$ cat src/rtl/hazard_unit.sv
// rtl/hazard_unit.sv - pipeline hazard detection, forwarding selects and stall-cycle counter
// Shadows the E/M/W destination fields so every decision needs only decode-stage inputs.
module hazard_unit #(
  parameter int CNT_W = 16
) (
  input  logic             CLK,
  input  logic             reset,
  input  logic [4:0]       RsD,
  input  logic [4:0]       RtD,
  input  logic [4:0]       RdD,
  input  logic             RegDstD,
  input  logic             RegWriteD,
  input  logic             MemtoRegD,
  input  logic             BranchD,
  output logic             StallF,
  output logic             StallD,
  output logic             FlushE,
  output logic [1:0]       ForwardAE,
  output logic [1:0]       ForwardBE,
  output logic             ForwardAD,
  output logic             ForwardBD,
  output logic [CNT_W-1:0] StallCount
);

  logic [4:0]       rs_e_q, rs_e_d;
  logic [4:0]       rt_e_q, rt_e_d;
  logic [4:0]       rd_e_q, rd_e_d;
  logic             reg_dst_e_q, reg_dst_e_d;
  logic             reg_write_e_q, reg_write_e_d;
  logic             mem_to_reg_e_q, mem_to_reg_e_d;
  logic [4:0]       write_reg_m_q, write_reg_m_d;
  logic             reg_write_m_q, reg_write_m_d;
  logic             mem_to_reg_m_q, mem_to_reg_m_d;
  logic [4:0]       write_reg_w_q, write_reg_w_d;
  logic             reg_write_w_q, reg_write_w_d;
  logic [CNT_W-1:0] count_q, count_d;

  logic [4:0] write_reg_e;
  logic       lw_stall;
  logic       branch_stall;
  logic       stall;

  assign write_reg_e = reg_dst_e_q ? rd_e_q : rt_e_q;

  // Hazard detection; a zero register index never matches anything.
  always_comb begin
    lw_stall     = 1'b0;
    branch_stall = 1'b0;
    ForwardAE    = 2'b00;
    ForwardBE    = 2'b00;
    ForwardAD    = 1'b0;
    ForwardBD    = 1'b0;

    if (mem_to_reg_e_q && (rt_e_q != 5'd0) && ((RsD == rt_e_q) || (RtD == rt_e_q)))
      lw_stall = 1'b1;

    if (BranchD) begin
      if (reg_write_e_q && (write_reg_e != 5'd0) &&
          ((RsD == write_reg_e) || (RtD == write_reg_e)))
        branch_stall = 1'b1;
      if (mem_to_reg_m_q && (write_reg_m_q != 5'd0) &&
          ((RsD == write_reg_m_q) || (RtD == write_reg_m_q)))
        branch_stall = 1'b1;
    end

    if ((rs_e_q != 5'd0) && reg_write_m_q && (rs_e_q == write_reg_m_q))
      ForwardAE = 2'b10;
    else if ((rs_e_q != 5'd0) && reg_write_w_q && (rs_e_q == write_reg_w_q))
      ForwardAE = 2'b01;

    if ((rt_e_q != 5'd0) && reg_write_m_q && (rt_e_q == write_reg_m_q))
      ForwardBE = 2'b10;
    else if ((rt_e_q != 5'd0) && reg_write_w_q && (rt_e_q == write_reg_w_q))
      ForwardBE = 2'b01;

    ForwardAD = (RsD != 5'd0) && reg_write_m_q && (RsD == write_reg_m_q);
    ForwardBD = (RtD != 5'd0) && reg_write_m_q && (RtD == write_reg_m_q);
  end

  assign stall      = lw_stall | branch_stall;
  assign StallF     = stall;
  assign StallD     = stall;
  assign FlushE     = stall;
  assign StallCount = count_q;

  // Shadow registers advance exactly like the real pipeline registers.
  always_comb begin
    rs_e_d         = RsD;
    rt_e_d         = RtD;
    rd_e_d         = RdD;
    reg_dst_e_d    = RegDstD;
    reg_write_e_d  = RegWriteD;
    mem_to_reg_e_d = MemtoRegD;
    if (stall) begin
      rs_e_d         = 5'd0;
      rt_e_d         = 5'd0;
      rd_e_d         = 5'd0;
      reg_dst_e_d    = 1'b0;
      reg_write_e_d  = 1'b0;
      mem_to_reg_e_d = 1'b0;
    end
    write_reg_m_d  = write_reg_e;
    reg_write_m_d  = reg_write_e_q;
    mem_to_reg_m_d = mem_to_reg_e_q;
    write_reg_w_d  = write_reg_m_q;
    reg_write_w_d  = reg_write_m_q;
    count_d        = count_q;
    if (stall && (count_q != {CNT_W{1'b1}}))
      count_d = count_q + CNT_W'(1);
  end

  always_ff @(posedge CLK or negedge reset) begin
    if (!reset) begin
      rs_e_q         <= 5'd0;
      rt_e_q         <= 5'd0;
      rd_e_q         <= 5'd0;
      reg_dst_e_q    <= 1'b0;
      reg_write_e_q  <= 1'b0;
      mem_to_reg_e_q <= 1'b0;
      write_reg_m_q  <= 5'd0;
      reg_write_m_q  <= 1'b0;
      mem_to_reg_m_q <= 1'b0;
      write_reg_w_q  <= 5'd0;
      reg_write_w_q  <= 1'b0;
      count_q        <= '0;
    end else begin
      rs_e_q         <= rs_e_d;
      rt_e_q         <= rt_e_d;
      rd_e_q         <= rd_e_d;
      reg_dst_e_q    <= reg_dst_e_d;
      reg_write_e_q  <= reg_write_e_d;
      mem_to_reg_e_q <= mem_to_reg_e_d;
      write_reg_m_q  <= write_reg_m_d;
      reg_write_m_q  <= reg_write_m_d;
      mem_to_reg_m_q <= mem_to_reg_m_d;
      write_reg_w_q  <= write_reg_w_d;
      reg_write_w_q  <= reg_write_w_d;
      count_q        <= count_d;
    end
  end

endmodule

$ cat config.mk
export PLATFORM = sky130hd
export DESIGN_NAME = hazard_unit
export DESIGN_NICKNAME = d
export VERILOG_FILES = /design/src/rtl/hazard_unit.sv
export SDC_FILE = /design/constraint.sdc
export NUM_CORES = 1
export LEC_CHECK = 0
export ABC_AREA = 0
export BUFFER_PORTS_ARGS = -buffer_cell sky130_fd_sc_hd__buf_2
export CAP_MARGIN = 20
export CELL_PAD_IN_SITES_DETAIL_PLACEMENT = 0
export CELL_PAD_IN_SITES_GLOBAL_PLACEMENT = 1
export CORE_ASPECT_RATIO = 1.2
export CORE_UTILIZATION = 39
export CTS_CLUSTER_SIZE = 28
export DETAILED_ROUTE_END_ITERATION = 16
export GPL_TIMING_DRIVEN = 1
export HOLD_SLACK_MARGIN = 0.05
export PLACE_DENSITY = 0.8
export SYNTH_ARGS = -nofsm -noshare
export SYNTH_HDL_FRONTEND = slang
export SYNTH_SLANG_ARGS = --single-unit
$ cat constraint.sdc
create_clock -name CLK -period 2 [get_ports CLK]
set_input_delay 0.1 -clock CLK [delete_from_list [all_inputs] [get_ports CLK]]
set_output_delay 0.1 -clock CLK [all_outputs]
set_load 0.05 [all_outputs]
==> results.json <==
{
  "relSlewSlack": 0.6206,
  "fin_util": 0.5741,
  "clkSlewWorstSetupHoldPaths_ns": 0.09,
  "worstMarginPinSlew_ns": 0.5691,
  "cpLargestDelayFamily": "compound AO/OA/AOI/OAI gates",
  "final_hold_viol_count": 0,
  "drcViolationCount": 0,
  "drt_iter0_markers": 78,
  "wirelength_mm": 6.615,
  "yosys.area.top_type": "dfrtp_1",
  "grt_overflow": 0,
  "portBuffers": 45,
  "drive_gt1_frac": 0.4106,
  "rows": 32,
  "worstPathCellList": "buf_12 -> buf_4 -> nor3_1 -> a21oi_1 -> o311a_1 -> a21boi_4 -> nor2_4 -> clkinvlp_4 -> buf_6",
  "stdcell_area_um2": 3724,
  "start_util": 0.4066,
  "critPathMaxFanout": 6,
  "final_cells": 426,
  "clk_path_buf_depth": 2,
  "arrival_ns": 2.19,
  "synth_ff_type": "dfrtp_1",
  "yosysUniqueCellTypes": 40,
  "root_buffer": "clkbuf_8",
  "syn_to_final_growth_pct": 41.18,
  "ys_warn_count": 0,
  "violations": "negative setup slack",
  "die_w_um": 77.07,
  "crit_path_max_incr_delay_ns": 0.40,
  "grt_pass1_vias": 2133,
  "layout_common_cells": "buf_4 (44), dfrtp_1 (42), xnor2_1 (42)",
  "synth_edf_count": 0,
  "cpMaxStageDelayCell": "dfrtp_1",
  "hold_path.class": "in -> reg",
  "cp.required_ns": 1.90,
  "via_per_inst": 5.040,
  "gp_congestion": 0.8260,
  "yosysSeqAreaShare": 0.4459,
  "fill_cells": 579,
  "syn_nets": 266,
  "p_total_mw": 2.814,
  "synth_area_leaders": "dfrtp_1 (45%), xnor2_1 (14%), xor2_1 (7.0%)",
  "period_needed_ns": 2.287,
  "grt_pass1_wl_mm": 10.45,
  "track_usage": 0.1943,
  "tns_ns": -5.684,
  "antenna_found_initial": 0,
  "multiInputGateArea_um2": 1515,
  "drt-pass1-iter-count": 4,
  "die_area_um2": 7097,
  "syn_inst": 244,
  "path_class": "reg -> out",
  "setup_viol": 36,
  "fp.coreArea_um2": 6486,
  "fmax_ghz": 0.4373,
  "nNetsFinal": 362,
  "final_max_slew_viol_count": 0,
  "rsz0062_at_grt": "yes",
  "grt_start_max_net_pins": 26,
  "cts_sinks": 47,
  "post-place-cells": 392,
  "maxCapViolCount": 0,
  "p_per_area_nw_per_um2": 755.7,
  "crit_buf_inv": 4,
  "die_h_um": 92.09,
  "placed_area_um2": 3249,
  "cts-htree-levels": 2,
  "skew_ns": 0.006978,
  "final.setup.worst_slack_ns": -0.2870,
  "final_common_cell": "buf_4",
  "wire_per_inst_um": 15.53,
  "syn_area_um2": 2638,
  "start_kind": "flop",
  "status": "finished, violations left",
  "cp-end-kind": "primary output",
  "place_hpwl_mm": 4.765,
  "cts_buffers": 5,
  "ff_latch_area_um2": 1182,
  "clk_latency_ns": 0.30,
  "irDropWorstVdd_mv": 0.7257,
  "dr_total_vias": 2147,
  "n_antenna_cell": 0,
  "avgSynthCellArea_um2": 10.81,
  "fin_crit_sh": 1.143,
  "power.leakage_nw": 1.651,
  "drtAntennaViolNets": 0,
  "synthArstFlopShare": 1.000,
  "cts_tree": "done",
  "io_pins": 46,
  "synth_top_area_frac": 0.4459,
  "ys_ff_latch": 47
}
[per-layer routing]
layer / track usage / routed length (um) / vias to the layer above
met5: 0 / 0 / -
met4: 0.08019 / 138 / 0
met3: 0.03085 / 185 / 11
met2: 0.3534 / 3486 / 50
met1: 0.2250 / 2805 / 1058
li1: - / - / 1028
[power by group]
part	leakage, nW	switching (mW)	internal, mW
clock network	0.0505	0.316	0.315
logic	1.02	0.538	0.458
registers	0.579	0.124	1.06
[Yosys cell counts, types with 2 or more instances]
cell	instances
a21oi_1	7
a31oi_1	2
and2_1	21
and3_1	8
and4_1	6
buf_2	6
buf_4	2
buf_6	2
clkbuf_1	5
dfrtp_1	47
inv_1	7
mux2i_1	2
mux2i_2	3
nand2_1	5
nand3_1	6
nand3_2	2
nand4_1	4
nor2_1	3
nor3_1	9
nor3_2	2
nor4_1	4
o211ai_1	7
o21ai_1	2
o311a_1	3
or3_1	2
xnor2_1	43
xor2_1	21
[kinds of logic after synthesis]
logic type                 after synthesis  share of synthesized area
buffers and inverters                   23                    0.04459
adders and majority gates                1                   0.004743
muxes                                    6                    0.02751
DFF                                     47                     0.4459
AOI/OAI and AO/OA                       27                    0.08444
xor gates and xnor gates                64                     0.2125
and+or+nand+nor                         76                     0.1803
[path summary, 6_finish.rpt]
check,end,depth (start not counted),slack [ns],from
worst min register to register,mem_to_reg_m_q,0,0.39,mem_to_reg_e_q
max in group asynchronous,rt_e_q[4],3,1.07,reset
worst max-delay path,StallF,9,-0.29,reg_dst_e_q
worst max register to register,StallCount[6],10,-0.23,reg_dst_e_q
min in group asynchronous,write_reg_m_q[3],2,0.32,reset
worst min-delay path,rt_e_q[3],2,0.12,RtD[3]
[area by class of cell]
class / instances / share of cell area
clock buffer: 7 / 0.02587
clock inverter: 1 / 0.002016
tap: 85 / 0.02856
multi-input combinational: 174 / 0.4069
inverter: 7 / 0.008065
timing repair buffer: 105 / 0.2110
sequential: 47 / 0.3175
[per-stage QoR]
step | hold slack, ns | setup slack (ns)
after floorplan | -0.1956 | -0.2895
after global placement | 0.1487 | -0.2398
after detailed placement | 0.1279 | -0.2343
after CTS | 0.1129 | -0.2666
after global routing | 0.1152 | -0.4181
final | 0.1186 | -0.2870
[what timing repair did]
action                                  in CTS  in global routing
buffers inserted                            10                  7
hold buffers                                 9                  0
gates resized for setup                     22                 18
pin swaps                                    8                  6
endpoints found under the setup margin      40                 42
hold endpoints to repair                    31                  0
[sequential cells by signal, indices dropped and copies added, names as in the netlist]
signal	flops
write_reg_w_q	5
write_reg_m_q	5
rd_e_q	5
reg_write_m_q	1
mem_to_reg_m_q	1
reg_write_e_q	1
reg_write_w_q	1
rt_e_q	5
mem_to_reg_e_q	1
rs_e_q	5
reg_dst_e_q	1
StallCount	16
Note: power is estimated with default switching activity, not from simulation.
